### src/rtl/mod_reduce_34_if.sv
// Handshake bundle for mod_reduce_34: product in, modulus side port, residue out.
// Latency: none (wiring only).
// Backpressure: carries AXI-stream style tvalid/tready in both directions.
// Ports: input_* (product stream, towards the reducer), mod_p (modulus side port),
//        output_* (residue stream, away from the reducer, with output_error qualifier).
interface mod_reduce_34_if #(
    parameter int IN_W  = 34,
    parameter int MOD_W = 17
);
    logic [IN_W-1:0]  input_tdata;
    logic             input_tvalid;
    logic             input_tready;
    logic [MOD_W-1:0] mod_p;
    logic [MOD_W-1:0] output_tdata;
    logic             output_tvalid;
    logic             output_tready;
    logic             output_error;

    // Upstream/downstream side (drives products, consumes residues).
    modport master (
        output input_tdata, input_tvalid, mod_p, output_tready,
        input  input_tready, output_tdata, output_tvalid, output_error
    );

    // Reducer side.
    modport slave (
        input  input_tdata, input_tvalid, mod_p, output_tready,
        output input_tready, output_tdata, output_tvalid, output_error
    );
endinterface

### src/rtl/mod_reduce_34.sv
// Sequential restoring shift-subtract reducer: output = input_tdata mod mod_p.
// Latency: residue valid IN_W cycles after the input accept edge; II = IN_W + 2.
// Backpressure: single operation in flight; input_tready low until the residue is taken.
// Ports: clk, rst (sync, active-high); bus (slave modport of mod_reduce_34_if):
//        input_tdata/tvalid/tready, mod_p, output_tdata/tvalid/tready, output_error.
module mod_reduce_34 #(
    parameter int IN_W  = 34,
    parameter int MOD_W = 17
) (
    input  logic            clk,
    input  logic            rst,
    mod_reduce_34_if.slave  bus
);
    localparam int CNT_W = $clog2(IN_W);

    typedef enum logic [1:0] {
        IDLE = 2'd0,
        RUN  = 2'd1,
        DONE = 2'd2
    } state_t;

    state_t             state_q, state_d;
    logic [IN_W-1:0]    d_q, d_d;      // dividend, shifted out MSB first
    logic [MOD_W-1:0]   r_q, r_d;      // partial remainder, always < P
    logic [MOD_W-1:0]   p_q, p_d;      // modulus captured at accept
    logic [CNT_W-1:0]   cnt_q, cnt_d;
    logic               err_q, err_d;

    // Trial value is one bit wider than R. Since R < P <= 2^MOD_W - 1 the
    // real difference T - P fits MOD_W bits, so the low MOD_W bits of a
    // MOD_W-wide subtract are exact and R never needs its extra bit stored.
    logic [MOD_W:0]     t;
    logic               t_ge_p;
    logic [MOD_W-1:0]   t_minus_p;

    always_comb begin
        t         = {r_q, d_q[IN_W-1]};
        t_ge_p    = (t >= {1'b0, p_q});
        t_minus_p = t[MOD_W-1:0] - p_q;
    end

    always_comb begin
        state_d = state_q;
        d_d     = d_q;
        r_d     = r_q;
        p_d     = p_q;
        cnt_d   = cnt_q;
        err_d   = err_q;

        case (state_q)
            IDLE: begin
                if (bus.input_tvalid) begin
                    d_d     = bus.input_tdata;
                    p_d     = bus.mod_p;
                    err_d   = (bus.mod_p == '0);
                    r_d     = '0;
                    cnt_d   = CNT_W'(IN_W - 1);
                    state_d = RUN;
                end
            end
            RUN: begin
                // With P == 0 this still iterates; the residue is masked on output.
                r_d = t_ge_p ? t_minus_p : t[MOD_W-1:0];
                d_d = d_q << 1;
                if (cnt_q == '0) begin
                    state_d = DONE;
                end else begin
                    cnt_d = cnt_q - CNT_W'(1);
                end
            end
            DONE: begin
                if (bus.output_tready) begin
                    state_d = IDLE;
                end
            end
            default: state_d = IDLE;
        endcase
    end

    always_ff @(posedge clk) begin
        if (rst) begin
            state_q <= IDLE;
            d_q     <= '0;
            r_q     <= '0;
            p_q     <= '0;
            cnt_q   <= '0;
            err_q   <= 1'b0;
        end else begin
            state_q <= state_d;
            d_q     <= d_d;
            r_q     <= r_d;
            p_q     <= p_d;
            cnt_q   <= cnt_d;
            err_q   <= err_d;
        end
    end

    // Outputs decode only registered state: no combinational path from
    // output_tready or input_tvalid to any output.
    assign bus.input_tready  = (state_q == IDLE);
    assign bus.output_tvalid = (state_q == DONE);
    assign bus.output_tdata  = ((state_q == DONE) && !err_q) ? r_q : '0;
    assign bus.output_error  = (state_q == DONE) && err_q;
endmodule

### src/flat_wrapper.sv
// flat-port wrapper written by rule: the top's interface ports become plain ports
module mod_reduce_34_flat 
#(
    parameter int IN_W  = 34,
    parameter int MOD_W = 17
)
  (clk, rst, bus_input_tdata, bus_input_tvalid, bus_mod_p, bus_output_tready, bus_input_tready, bus_output_tdata, bus_output_tvalid, bus_output_error);
  mod_reduce_34_if #(.IN_W(IN_W), .MOD_W(MOD_W)) bus_i ();
  input  logic clk;
  input  logic rst;
  input wire logic [$bits(bus_i.input_tdata)-1:0] bus_input_tdata;
  input wire logic [$bits(bus_i.input_tvalid)-1:0] bus_input_tvalid;
  input wire logic [$bits(bus_i.mod_p)-1:0] bus_mod_p;
  input wire logic [$bits(bus_i.output_tready)-1:0] bus_output_tready;
  output wire logic [$bits(bus_i.input_tready)-1:0] bus_input_tready;
  output wire logic [$bits(bus_i.output_tdata)-1:0] bus_output_tdata;
  output wire logic [$bits(bus_i.output_tvalid)-1:0] bus_output_tvalid;
  output wire logic [$bits(bus_i.output_error)-1:0] bus_output_error;
  assign bus_i.input_tdata = bus_input_tdata;
  assign bus_i.input_tvalid = bus_input_tvalid;
  assign bus_i.mod_p = bus_mod_p;
  assign bus_i.output_tready = bus_output_tready;
  assign bus_input_tready = bus_i.input_tready;
  assign bus_output_tdata = bus_i.output_tdata;
  assign bus_output_tvalid = bus_i.output_tvalid;
  assign bus_output_error = bus_i.output_error;
  mod_reduce_34 #(.IN_W(IN_W), .MOD_W(MOD_W)) u_core (.clk(clk), .rst(rst), .bus(bus_i));
endmodule
### config.mk
export PLATFORM = sky130hd
export DESIGN_NAME = mod_reduce_34_flat
export DESIGN_NICKNAME = d
export VERILOG_FILES = /design/src/rtl/mod_reduce_34_if.sv /design/src/rtl/mod_reduce_34.sv /design/src/flat_wrapper.sv
export SDC_FILE = /design/constraint.sdc
export NUM_CORES = 1
export LEC_CHECK = 0
export CORE_MARGIN = 2
export CORE_UTILIZATION = 30
export DETAILED_ROUTE_END_ITERATION = 10
export GPL_ROUTABILITY_DRIVEN = 0
export SLEW_MARGIN = 15
export SYNTH_ARGS = -nofsm -noshare
export SYNTH_HDL_FRONTEND = slang
export SYNTH_SLANG_ARGS = --single-unit
export TNS_END_PERCENT = 20
### constraint.sdc
create_clock -name clk -period 3.2 [get_ports clk]
set_clock_uncertainty 0.2 [all_clocks]
set_input_delay 0.96 -clock clk [delete_from_list [all_inputs] [get_ports clk]]
set_output_delay 0.96 -clock clk [all_outputs]
set_load 0.03 [all_outputs]
# [Word-level counts from Yosys, hierarchy flattened]
# Cells that the tools add are included.
[op_classes] n_addsub=2 n_mul=0 n_div=0 magnitude_cmp=1 eq_ne=6 n_shift=0 mux=13 n_bitwise=0 reduce_logical=11
[op_table] cell="$pmux W34 S2" n=1
[op_table] cell="$mux W17" n=3
[op_table] cell="$mux W34" n=1
[op_table] cell="$pmux W17 S2" n=1
[op_table] cell="$ge A18 B17 Y1" n=1
[op_table] cell="$logic_not A17 Y1" n=1
[op_table] cell="$sub A17 B17 Y17" n=1
[op_table] cell="$mux W6" n=2
[op_table] cell="$pmux W6 S2" n=1
[op_table] cell="$logic_not A6 Y1" n=1
[op_table] cell="$mux W2" n=3
[op_table] cell="$ne A2 B2 Y1 const B" n=3
[op_table] cell="$pmux W2 S3" n=1
[op_table] cell="$reduce_and A3 Y1" n=2
[op_table] cell="$sub A6 B1 Y6 const B" n=1
[op_table] cell="$reduce_and A2 Y1" n=2
[op_table] cell="$eq A2 B1 Y1 const B" n=1
[op_table] cell="$eq A2 B2 Y1 const B" n=1
[op_table] cell="$logic_and A1 B1 Y1" n=2
[op_table] cell="$logic_not A2 Y1" n=1
[op_table] cell="$ne A2 B1 Y1 const B" n=1
[op_table] cell="$reduce_bool A2 Y1" n=1
[op_table] cell="$logic_not A1 Y1" n=1
[totals] ff_bits=77 latch_bits=0 ram_bits=0 romBits=0 in_bits=55 out_inout_bits=20 wordCells=39 mem_count=0

# [Longest topological paths before layout]
[depth] depth_word=3 ltp_mapped=12 ltp_nobuf=10

# [Least setup slack after synthesis]
# Ideal clock, no wire load.
[synth_timing] path_kind="register to register" start="register u_core.d_q[33]" end="register u_core.r_q[13]" setup_time_ns=0.069 arrival_time_ns=2.201 t_required_ns=2.931 setup_slack_ns=0.730 stages_incl_launch_ff=13 n_path_buf=2 period_less_slack_ns=2.470 cell_sequence="dfxtp_1 > inv_1 > ha_1 > fa_1 > nand2b_1 > a211oi_2 > o21ai_1 > a21oi_1 > nor2b_1 > buf_6 > buf_8 > a311o_1 > o21ai_1"
[synth_via] elab_chain_cells=3 elab_cells_between_ends=4 classes_between="1 x add/sub; 1 x order compare; 2 x mux"
[synth_lines] item="from (decl)" line="mod_reduce_34.sv:23" rtl="logic [IN_W-1:0] d_q, d_d;"
[synth_lines] item="from (signal assigned)" line="mod_reduce_34.sv:83" rtl="d_q <= '0;"
[synth_lines] item="from (signal assigned)" line="mod_reduce_34.sv:90" rtl="d_q <= d_d;"
[synth_lines] item="$sub A17 B17 Y17 or $ge A18 B17 Y1 (tied branches)" line="mod_reduce_34.sv:39, mod_reduce_34.sv:38"
[synth_lines] item="$mux W17 *" line="mod_reduce_34.sv:63" rtl="r_d = t_ge_p ? t_minus_p : t[MOD_W-1:0];"
[synth_lines] item="$pmux W17 S2 *" line="mod_reduce_34.sv:50" rtl="case (state_q)"
[synth_lines] item="to (signal assigned)" line="mod_reduce_34.sv:91" rtl="r_q <= r_d;"
[synth_lines] item="to (decl)" line="mod_reduce_34.sv:24" rtl="logic [MOD_W-1:0] r_q, r_d;"
# Every way passes the cells marked *; elsewhere a longest branch is shown, timed or not.
# A chain may end at the register's enable or synchronous reset.

# [Worst setup path after layout]
[layout_timing] start="register u_core.state_q[0]" end="output port bus_output_error"
[layout_via] elab_chain_cells=2
[layout_lines] item="from (decl)" line="mod_reduce_34.sv:22" rtl="state_t state_q, state_d;"
[layout_lines] item="from (signal assigned)" line="mod_reduce_34.sv:89" rtl="state_q <= state_d;"
[layout_lines] item="$eq A2 B2 Y1" line="mod_reduce_34.sv:103" rtl="assign bus.output_error = (state_q == DONE) && err_q;"
[layout_lines] item="$logic_and A1 B1 Y1" line="mod_reduce_34.sv:103"
[layout_lines] item="to (decl)" line="flat_wrapper.sv:18" rtl="output wire logic [$bits(bus_i.output_error)-1:0] bus_output_error;"
# No other way between the ends.

==> flow_results.xml <==
<?xml version="1.0" encoding="UTF-8"?>
<metrics>
  <group name="run">
    <metric name="max-cap-violations" unit="">0</metric>
  </group>
  <group name="hold_path">
    <metric name="min_path_type" unit="">reg2reg</metric>
    <metric name="hold-path-cell-count" unit="">2</metric>
    <metric name="hold_path.startpoint" unit="">u_core.p_q[4]$_SDFFE_PP0P_</metric>
    <metric name="min_delay_worst_endpoint" unit="">u_core.p_q[4]$_SDFFE_PP0P_</metric>
  </group>
  <group name="layout">
    <metric name="design.final.nets" unit="">682</metric>
    <metric name="area_growth" unit="%">28.7</metric>
    <metric name="antenna-diode-count" unit="">0</metric>
    <metric name="num-fill-cells" unit="">1429</metric>
    <metric name="layout.cells.most_common_list" unit="">sky130_fd_sc_hd__nand2_1 (128), sky130_fd_sc_hd__dfxtp_1 (77), sky130_fd_sc_hd__nor2_1 (57), sky130_fd_sc_hd__clkdlybuf4s50_1 (57), sky130_fd_sc_hd__a21oi_1 (39)</metric>
    <metric name="drive_gt1_frac" unit="">0.0670</metric>
    <metric name="final_cells" unit="">792</metric>
    <metric name="final_core_util" unit="">0.391</metric>
    <metric name="layout_commonest_cell" unit="">sky130_fd_sc_hd__nand2_1</metric>
  </group>
  <group name="sta">
    <metric name="unrepaired_setup_endpoints_after_global_routing" unit="">false</metric>
    <metric name="max-slew-margin-rel" unit="">0.501</metric>
    <metric name="f_max" unit="MHz">337</metric>
    <metric name="period_minus_slack" unit="ns">2.97</metric>
    <metric name="final.period_utilization" unit="">0.928</metric>
    <metric name="final_sum_of_negative_setup_slack" unit="ns">0</metric>
    <metric name="tightestPinTransition" unit="ns">0.747</metric>
    <metric name="final.hold.worst_slack" unit="ns">0.254</metric>
    <metric name="finalHoldViolCount" unit="">0</metric>
    <metric name="final_max_slew_viol_count" unit="">0</metric>
    <metric name="setup_violations" unit="">0</metric>
  </group>
  <group name="floorplan">
    <metric name="initial_utilization" unit="">0.304</metric>
    <metric name="dieArea" unit="um2">14900</metric>
    <metric name="row_count" unit="">43</metric>
    <metric name="core_region_area" unit="um2">13700</metric>
    <metric name="die_width" unit="um">122</metric>
    <metric name="pin_count" unit="">75</metric>
    <metric name="die_h" unit="um">122</metric>
  </group>
  <group name="worst_setup_path">
    <metric name="timing.setup.critical_path_class" unit="">reg2out</metric>
    <metric name="r2r_end" unit="">u_core.r_q[9]$_SDFFE_PP0P_</metric>
    <metric name="critPathRequiredTime" unit="ns">2.04</metric>
    <metric name="critPathLaunchType" unit="">register</metric>
    <metric name="timing.critical_path.to_type" unit="">output port</metric>
    <metric name="slowest_stage" unit="">sky130_fd_sc_hd__clkdlybuf4s50_1</metric>
    <metric name="buffers_and_inverters_on_the_worst_path" unit="">2</metric>
    <metric name="critical_path.reg2reg.startpoint" unit="">u_core.p_q[15]$_SDFFE_PP0P_</metric>
    <metric name="cp_top_family" unit="">buffers and inverters</metric>
    <metric name="timing.reg2reg.worst_path_depth" unit="">9</metric>
    <metric name="setup.reg_to_reg.worst_slack" unit="ns">0.27</metric>
    <metric name="cp_cell_sequence" unit="">nand2b_1 -&gt; inv_1 -&gt; and2_1 -&gt; clkdlybuf4s50_1</metric>
    <metric name="top_fanout_value_on_the_critical_path" unit="">4</metric>
    <metric name="cp_slowest_stage_delay" unit="ns">0.71</metric>
    <metric name="critPathArrivalTime" unit="ns">1.81</metric>
  </group>
  <group name="clock_network">
    <metric name="cts.reportedPaths.clkPinSlew" unit="ns">0.06</metric>
    <metric name="clockRootBuffer" unit="">sky130_fd_sc_hd__clkbuf_16</metric>
    <metric name="worst_skew_pair.late_latency" unit="ns">0.33</metric>
    <metric name="cts_hold_buf" unit="">0</metric>
    <metric name="clk_path_buf_depth" unit="">2</metric>
    <metric name="post-cts-setup-buffer-count" unit="">0</metric>
    <metric name="tritoncts_clock_tree" unit="">yes</metric>
    <metric name="cts_made_buffers" unit="">9</metric>
    <metric name="clock_sinks" unit="">77</metric>
    <metric name="cts_resized" unit="">10</metric>
    <metric name="htree_num_levels" unit="">3</metric>
  </group>
  <group name="detailed_routing">
    <metric name="dr_drc_count" unit="">0</metric>
    <metric name="drt.antenna.violating_nets" unit="">0</metric>
    <metric name="vias" unit="">3876</metric>
    <metric name="wire_per_inst" unit="um">13.6</metric>
    <metric name="drt_pass1_iterations" unit="">4</metric>
    <metric name="vias_per_cell" unit="">4.89</metric>
    <metric name="postRouteWirelength" unit="um">10800</metric>
    <metric name="dr_iter_0_viols" unit="">166</metric>
  </group>
  <group name="status">
    <metric name="outcome" unit="">completed</metric>
  </group>
  <group name="placement">
    <metric name="post-dp-hpwl" unit="um">7700</metric>
    <metric name="dpl.cell_count" unit="">776</metric>
    <metric name="numPortBuffers" unit="">74</metric>
  </group>
  <group name="grt">
    <metric name="grt_pass1_wl" unit="um">17700</metric>
    <metric name="grtUsageTotal" unit="">0.150</metric>
    <metric name="grt_max_degree" unit="">69</metric>
    <metric name="overflow_after_grt" unit="">0</metric>
    <metric name="antenna_found_initial" unit="">0</metric>
    <metric name="via_count_of_the_first_global_routing_pass" unit="">3796</metric>
  </group>
  <group name="synthesis">
    <metric name="post_synthesis_sequential_area_ratio" unit="">0.370</metric>
    <metric name="netlist_instances" unit="">545</metric>
    <metric name="synth-edff-count" unit="">0</metric>
    <metric name="synthesis.area" unit="um2">4170</metric>
    <metric name="yosys.cell_types.count" unit="">49</metric>
    <metric name="synthArstFlopShare" unit="">0</metric>
    <metric name="syn_avg_cell_area" unit="um2">7.65</metric>
    <metric name="postSynthNetCount" unit="">620</metric>
    <metric name="synth_seq_cells" unit="">77</metric>
    <metric name="ys.flop_type" unit="">sky130_fd_sc_hd__dfxtp_1</metric>
    <metric name="synth.yosys.warnings" unit="">0</metric>
  </group>
  <group name="power_and_ir_drop">
    <metric name="worst_ir_drop_vdd" unit="V">0.000406</metric>
    <metric name="cellPowerDensity" unit="nW/um2">820</metric>
    <metric name="static-leakage-power" unit="uW">0.00221</metric>
    <metric name="totalPowerFinal" unit="uW">4400</metric>
  </group>
</metrics>
## state kept, by name, summed over array words and instances, names as in the netlist
name,cells
u_core.p_q,17
u_core.cnt_q,6
u_core.err_q,1
u_core.d_q,34
u_core.state_q,2
u_core.r_q,17
## final cells by class
cell class	instances	area [um2]	area share
clock buffers	13	250	0.0466
clock inverters	3	45.0	0.00840
inverters	25	93.8	0.0175
multi-input cells	409	2390	0.446
flip-flops and latches	77	1540	0.287
well taps	180	225	0.0420
repair buffers	85	816	0.152
## metrics by stage
step / setup slack, ns / area [um2]
after global placement: 0.221 / 5080
final: 0.231 / 5370
after detailed placement: 0.189 / 5080
after CTS: 0.209 / 5360
after global routing: 0.00662 / 5370
after floorplan: 0.730 / 4170
## power breakdown
part,internal (uW),switching (uW)
clock,627,401
sequential,1130,131
combinational,932,1170
## synth_stat cells (4+ instances only)
cell / instances / area, um2
sky130_fd_sc_hd__a21oi_1: 39 / 195
sky130_fd_sc_hd__inv_1: 25 / 93.8
sky130_fd_sc_hd__and2_1: 18 / 113
sky130_fd_sc_hd__nand3_1: 4 / 20.0
sky130_fd_sc_hd__a32oi_1: 6 / 52.6
sky130_fd_sc_hd__dfxtp_1: 77 / 1540
sky130_fd_sc_hd__clkbuf_1: 30 / 113
sky130_fd_sc_hd__nor2_1: 58 / 218
sky130_fd_sc_hd__nor4_1: 5 / 31.3
sky130_fd_sc_hd__xnor2_1: 10 / 87.6
sky130_fd_sc_hd__nand2b_1: 7 / 43.8
sky130_fd_sc_hd__mux2i_1: 9 / 90.1
sky130_fd_sc_hd__xor2_1: 8 / 70.1
sky130_fd_sc_hd__o21ai_1: 4 / 20.0
sky130_fd_sc_hd__o31ai_1: 6 / 45.0
sky130_fd_sc_hd__ha_1: 19 / 238
sky130_fd_sc_hd__nor3_1: 5 / 25.0
sky130_fd_sc_hd__a311oi_1: 33 / 289
sky130_fd_sc_hd__nand2_1: 128 / 480
sky130_fd_sc_hd__o21ai_0: 15 / 75.1
sky130_fd_sc_hd__a21o_1: 4 / 30.0
## cell families after synthesis
group	synth area share
muxes	0.0270
xor gates and xnor gates	0.0378
DFF	0.370
AOI/OAI and AO/OA	0.199
adders and majority gates	0.0618
and+or+nand+nor	0.247
buffers and inverters	0.0579
## layer usage
metal / part of all wire / vias up / track usage
li1: - / 1996 / -
met1: 0.45 / 1778 / 0.180
met2: 0.46 / 88 / 0.253
met3: 0.068 / 14 / 0.0482
met4: 0.018 / 0 / 0.0467
met5: 0 / - / 0
## tightest hold or removal path, cell delays in order, from the launching register on
cell and delay, ns:
sky130_fd_sc_hd__dfxtp_1 0.31, sky130_fd_sc_hd__nand2_1 0.05, sky130_fd_sc_hd__a21oi_1 0.05
## worst max path at each step
stage	startpoint	to	slack, ns	cells past startpoint
floorplan	u_core.d_q[33]$_SDFFE_PP0P_	u_core.r_q[13]$_SDFFE_PP0P_	0.73	12
global placement	bus_input_tvalid	u_core.r_q[11]$_SDFFE_PP0P_	0.22	6
detailed placement	bus_input_tvalid	u_core.r_q[12]$_SDFFE_PP0P_	0.19	6
CTS	u_core.state_q[0]$_SDFFE_PP0P_	bus_output_error	0.21	4
global route	u_core.p_q[15]$_SDFFE_PP0P_	u_core.r_q[9]$_SDFFE_PP0P_	0.007	9
finish	u_core.state_q[0]$_SDFFE_PP0P_	bus_output_error	0.23	4
(Power assumes the default switching activity.)
==> variant 1, RTL diff (same settings) <==
Re-encode `state_t` (3 states) as one-hot, 3 bits wide.
--- a/src/rtl/mod_reduce_34.sv
+++ b/src/rtl/mod_reduce_34.sv
@@ -13,10 +13,10 @@
 );
     localparam int CNT_W = $clog2(IN_W);
 
-    typedef enum logic [1:0] {
-        IDLE = 2'd0,
-        RUN  = 2'd1,
-        DONE = 2'd2
+    typedef enum logic [2:0] {
+        IDLE = 3'b001,
+        RUN  = 3'b010,
+        DONE = 3'b100
     } state_t;
 
     state_t             state_q, state_d;
Function: same outputs for any inputs over 10 cycles, from zero or initial values and one cycle with rst high; not proved beyond that.
==> variant 1 against the original RTL <==
- worst setup slack got worse by 0.13 ns
- maximum frequency decreased by 4.3%
- area after synthesis increased by 0.21%
- wire length increased by 4.3%
- synthesized cell count decreased by 11%
- sequential cell count increased by 1
- cell area decreased by 0.26%
Power is not compared: it rests on default switching activity, and its combinational part moved more than twofold at a synthesized area within 25%.
==> variant 1: results (changes against the original RTL) <==
Routing
  – Vias: 3915 (+1.0%)
  – Metal2 WL: 5.37 mm (+8.0%)
  – WL per Instance: 15.3 um (+12%)
  – Drt pass-1 iters: 8 (+4)
  – Uppermost layer routed: met4
  – Metal-1 WL: 4.80 mm (-1.9%)
  – DR vias/cell: 5.30 (+8.4%)
  – DR iter-0 viols: 277 (+67%)
  – Met3 wire length: 932 um (+27%)

Setup path
  – Max incr delay on CP: 0.73 ns (+0.02 ns)
  – Crit path DAT: 1.94 ns (+0.13 ns)
  – Crit path to: bus_output_tdata[0]
  – CP startpoint: u_core.state_q[0]
  – Max FO, Critical Path: 5 (+1)
  – Crit path max-delay family: buffers and inverters
  – R2R Setup Slk: 0.39 ns (+0.12 ns)
  – Critical R2R Launch: u_core.d_q[33]

Power and ir drop
  – Total power: 2.62 mW
  – P_clk: 990 uW
  – VDD IR-drop max: 328 uV
  – Sw power: 739 uW
  – Sequential power: 1.06 mW

Global routing
  – Met3 Use GR: 0.0637 (+0.0154)
  – Initial antenna violation count: 0 (unchanged)
  – Global-route wire length before repair: 18.3 mm (+2.9%)
  – Met1 Resource Use GR: 0.174 (-0.00606)
  – M2 GR Usage: 0.268 (+0.0150)
  – Largest net degree at the start of global routing: 41 (-41%)
  – Total track usage: 0.154 (+0.00474)
  – Vias in the first global route: 3820 (+0.63%)

Synth
  – Syn Area/Cell: 8.60 sq um (+12%)
  – Adder-cell area share of the yosys netlist: 0.0617 (-0.000130)
  – Largest cells by area after synthesis: dfxtp_1 37%, a222oi_1 7.9%, ha_1 5.7%, nand2_1 5.2%, nor2_1 4.3%
  – Seq/Total Area, Yosys: 0.374 (+0.00402)
  – XOR/XNOR share of the synthesized area: 0.0314 (-0.00637)
  – Yosys cell types: 59 (+20%)
  – Synth Area in Compound Gates: 0.243 (+0.0448)
  – Syn Nets: 561 (-9.5%)
  – Synth top cells by count: 78 x dfxtp_1, 58 x nand2_1, 48 x nor2_1, 33 x a222oi_1, 30 x a21oi_1
  – Multiplexer share of the synthesized area: 0.0240 (-0.00305)

STA
  – Tightest Pin Transition: 0.618 ns (-0.129 ns)

Final layout
  – Final nets: 629 (-7.8%)
  – Layout cell share with drive strength beyond 1: 0.100 (+0.0334)
  – Biggest regs: u_core.d_q x34, u_core.p_q x17, u_core.r_q x17
  – Most flops, register: u_core.d_q

Placement
  – DP Area: 5070 sq um (-0.20%)
  – Final HPWL DP: 8.39 mm (+9.1%)
  – DP Cell Count: 723 (-6.8%)

Clock network
  – H-tree depth: 3 (unchanged)
  – # Post-CTS Setup Buffers: 0 (unchanged)
  – Reg clk slew, reported paths: 0.06 ns (about the same)
  – Post-cts resize count: 0 (-10)

Run status
  – Status: complete, no violations
## variant 1: cell types whose count changed in the layout (fill, tap and decap cells not counted), sizes merged, moves of 9 or more
| cell | change |
|---|---|
| nand2 | -69 |
| a222oi | +33 |
| a311oi | -30 |
| buf | +11 |
| dlygate4sd2 | -10 |
| nor2 | -10 |
| a21oi | -9 |
## variant 1: per-stage QoR
step                 util  hold WS [ns]  worst slack [ns]  setup TNS [ns]
floorplan               -         0.236             0.695               0
global placement    0.370         0.247           -0.0933         -0.0933
detailed placement  0.370         0.251           -0.0455         -0.0455
CTS                 0.390         0.259            0.0749               0
global route        0.390         0.281            0.0418               0
finish              0.390         0.254            0.0976               0
## variant 1: kinds of logic (layout without fill, tap and decap cells)
family	count (synthesis)	in the layout
AO/OA/AOI/OAI	135	135
XOR/XNOR	15	15
adder cells (fa/ha/maj)	20	20
buffers and inverters	52	124
flip-flops	78	78
multiplexers	10	10
AND/OR/NAND/NOR	176	176
## variant 1: area by class of cell
type / instances / area [sq um]
multi-input cells: 356 / 2400
repair buffers: 86 / 798
fillers: 1409 / 8370
inverters: 23 / 86.3
flip-flops and latches: 78 / 1560
clock buffers: 11 / 233
well taps: 180 / 225
clock inverters: 4 / 48.8
## variant 1: how the worst min path moves through the flow
| stage | slack [ns] | to | cells after the start | start |
|---|---|---|---|---|
| after floorplan | 0.24 | u_core.p_q[10] | 2 | u_core.p_q[10] |
| after global placement | 0.25 | u_core.p_q[16] | 2 | u_core.p_q[16] |
| after detailed placement | 0.25 | u_core.p_q[15] | 2 | u_core.p_q[15] |
| after CTS | 0.26 | u_core.p_q[15] | 2 | u_core.p_q[15] |
| after global routing | 0.28 | u_core.p_q[8] | 2 | u_core.p_q[8] |
| final | 0.25 | u_core.p_q[15] | 2 | u_core.p_q[15] |
==> variant 2, RTL diff (same settings) <==
Made on the original files. `IN_W` is set to 34 in 3 places; all go to 30.
--- a/src/rtl/mod_reduce_34_if.sv
+++ b/src/rtl/mod_reduce_34_if.sv
@@ -4,7 +4,7 @@
 // Ports: input_* (product stream, towards the reducer), mod_p (modulus side port),
 //        output_* (residue stream, away from the reducer, with output_error qualifier).
 interface mod_reduce_34_if #(
-    parameter int IN_W  = 34,
+    parameter int IN_W  = 30,
     parameter int MOD_W = 17
 );
     logic [IN_W-1:0]  input_tdata;
--- a/src/rtl/mod_reduce_34.sv
+++ b/src/rtl/mod_reduce_34.sv
@@ -4,7 +4,7 @@
 // Ports: clk, rst (sync, active-high); bus (slave modport of mod_reduce_34_if):
 //        input_tdata/tvalid/tready, mod_p, output_tdata/tvalid/tready, output_error.
 module mod_reduce_34 #(
-    parameter int IN_W  = 34,
+    parameter int IN_W  = 30,
     parameter int MOD_W = 17
 ) (
     input  logic            clk,
--- a/src/flat_wrapper.sv
+++ b/src/flat_wrapper.sv
@@ -1,7 +1,7 @@
 // flat-port wrapper written by rule: the top's interface ports become plain ports
 module mod_reduce_34_flat 
 #(
-    parameter int IN_W  = 34,
+    parameter int IN_W  = 30,
     parameter int MOD_W = 17
 )
   (clk, rst, bus_input_tdata, bus_input_tvalid, bus_mod_p, bus_output_tready, bus_input_tready, bus_output_tdata, bus_output_tvalid, bus_output_error);
Interface: changed (resized bus_input_tdata); port bits go from 75 to 71. No check against the original RTL was run, so the function may have changed too.
==> variant 2 against the original RTL <==
- area after synthesis fell by 5.9%
- cell area fell by 6.2%
- wire length fell by 6.5%
- sequential cell count fell by 5
- worst setup slack improved by 0.071 ns
- register-to-register slack improved by 0.28 ns
- non-clock buffer count fell by 4
- sequential share of layout area fell by 0.082 points
- total power fell by 0.94%
- die area fell by 5.7%
- utilization rose by 0.44 points
==> variant 2: results (changes against the original RTL) <==
Synth
  – Synth top cells by count: 92 x nand2_1, 72 x dfxtp_1, 58 x a21oi_1, 34 x nor2_1, 25 x a22oi_1
  – Syn Nets: 570 (-8.1%)
  – Yosys cell types: 51 (+4.1%)
  – Largest cells by area after synthesis: dfxtp_1 37%, nand2_1 8.8%, a21oi_1 7.4%, ha_1 6.1%, a22oi_1 4.8%
  – Ys async rst share: 0 (unchanged)
  – Synth Flop Type: dfxtp_1
  – Seq/Total Area, Yosys: 0.367 (-0.00252)
  – Synth warnings: 0 (unchanged)

Placement
  – Final HPWL DP: 7.54 mm (-2.0%)
  – DP Area: 4750 sq um (-6.6%)
  – IO buf count: 70 (-5.4%)

Worst hold path
  – Min-Delay Path Class: flop to flop

Clock network
  – Clk_lat worst skew: 0.34 ns
  – # Post-CTS Setup Buffers: 0 (unchanged)
  – Reg clk slew, reported paths: 0.06 ns (about the same)
  – H-tree depth: 3 (unchanged)
  – CTS max path bufs: 2 (unchanged)
  – Post-cts resize count: 0 (-10)
  – Clock Tree Root: clkbuf_16
  – Cts bufs inserted: 9 (unchanged)

Power and ir drop
  – VDD IR-drop max: 463 uV (+14%)
  – Leakage: 2.02 nW (-8.7%)

Global routing
  – Met3 Use GR: 0.0613 (+0.0131)
  – Met1 Resource Use GR: 0.191 (+0.0111)
  – Global-route wire length before repair: 17.1 mm (-3.7%)
  – Vias in the first global route: 3551 (-6.5%)
  – Initial antenna violation count: 1 (+1)
  – Largest net degree at the start of global routing: 49 (-29%)
  – Total track usage: 0.150 (+0.000646)
  – M2 GR Usage: 0.236 (-0.0165)

Final layout
  – Ant diodes: 0 (unchanged)
  – Layout cell share with drive strength beyond 1: 0.106 (+0.0386)
  – Fillers: 1370 (-4.1%)
  – Final nets: 634 (-7.0%)
  – Biggest regs: u_core.d_q x30, u_core.p_q x17, u_core.r_q x17

Routing
  – Final wirelength: 10.1 mm (-6.5%)
  – DR vias/cell: 4.91 (+0.23%)
  – DR iter-0 viols: 106 (-36%)
  – Drt pass-1 iters: 4 (unchanged)

STA
  – Normalized max-slew margin: 0.563 (+0.0618)

Run status
  – Status: complete, no violations

Setup path
  – Max FO, Critical Path: 4 (unchanged)
[variant 2: cell types whose count changed after synthesis, moves of 10 or more]
cell and change:
a22oi_1 +25, a311oi_1 -33, nand2_1 -36, clkbuf_1 -10
nor2_1 -24, a21oi_1 +19
[variant 2: cell families (layout without fill, tap and decap cells)]
family                     after synthesis  count (layout)  share of synthesized area
AOI/OAI and AO/OA                      138             138                      0.217
xor gates and xnor gates                16              16                     0.0357
adders and majority gates               20              20                     0.0656
buffers and inverters                   51             120                     0.0567
DFF                                     72              72                      0.367
muxes                                   14              14                     0.0363
and+or+nand+nor                        188             188                      0.222
[variant 2: worst paths after layout]
kind                startpoint                to  slack (ns)  cells past startpoint
max          u_core.state_q[0]  bus_output_error        0.30                      4
max reg2reg     u_core.d_q[29]    u_core.r_q[15]        0.55                     11
min             u_core.p_q[16]    u_core.p_q[16]        0.25                      2
min reg2reg     u_core.p_q[16]    u_core.p_q[16]        0.25                      2
[variant 2: area by class of cell]
class / count / area share
tap: 172 / 0.0428
timing repair buffer: 81 / 0.147
clock inverter: 4 / 0.00572
multi-input combinational: 376 / 0.450
inverter: 23 / 0.0172
sequential: 72 / 0.286
clock buffer: 12 / 0.0510
[variant 2: layer usage]
layer,vias to the layer above,part of all wire,routed length [um]
li1,1855,-,-
met1,1664,0.47,4750
met2,96,0.45,4510
met3,13,0.070,703
met4,2,0.012,117
met5,-,0.0013,13
[variant 2: report_power, final]
group	total [mW]	internal, mW	switching (mW)	leakage (nW)
Clock	0.948	0.567	0.381	0.135
Combinational	2.27	1.05	1.21	1.30
Sequential	1.14	1.03	0.113	0.590
[variant 2: stage by stage]
| stage | utilization | cells | setup WS (ns) |
|---|---|---|---|
| global placement | 0.373 | 724 | 0.357 |
| CTS | 0.395 | 740 | 0.280 |
| detailed placement | 0.373 | 724 | 0.334 |
| finish | 0.395 | 740 | 0.301 |
| floorplan | - | 499 | 0.770 |
| global route | 0.395 | 740 | 0.223 |
[variant 2: worst max-delay path: stages (launching register included)]
cell and delay [ns]:
dfxtp_1 0.33, nand2b_1 0.20, inv_1 0.09, and2_1 0.12, clkdlybuf4s50_1 0.66
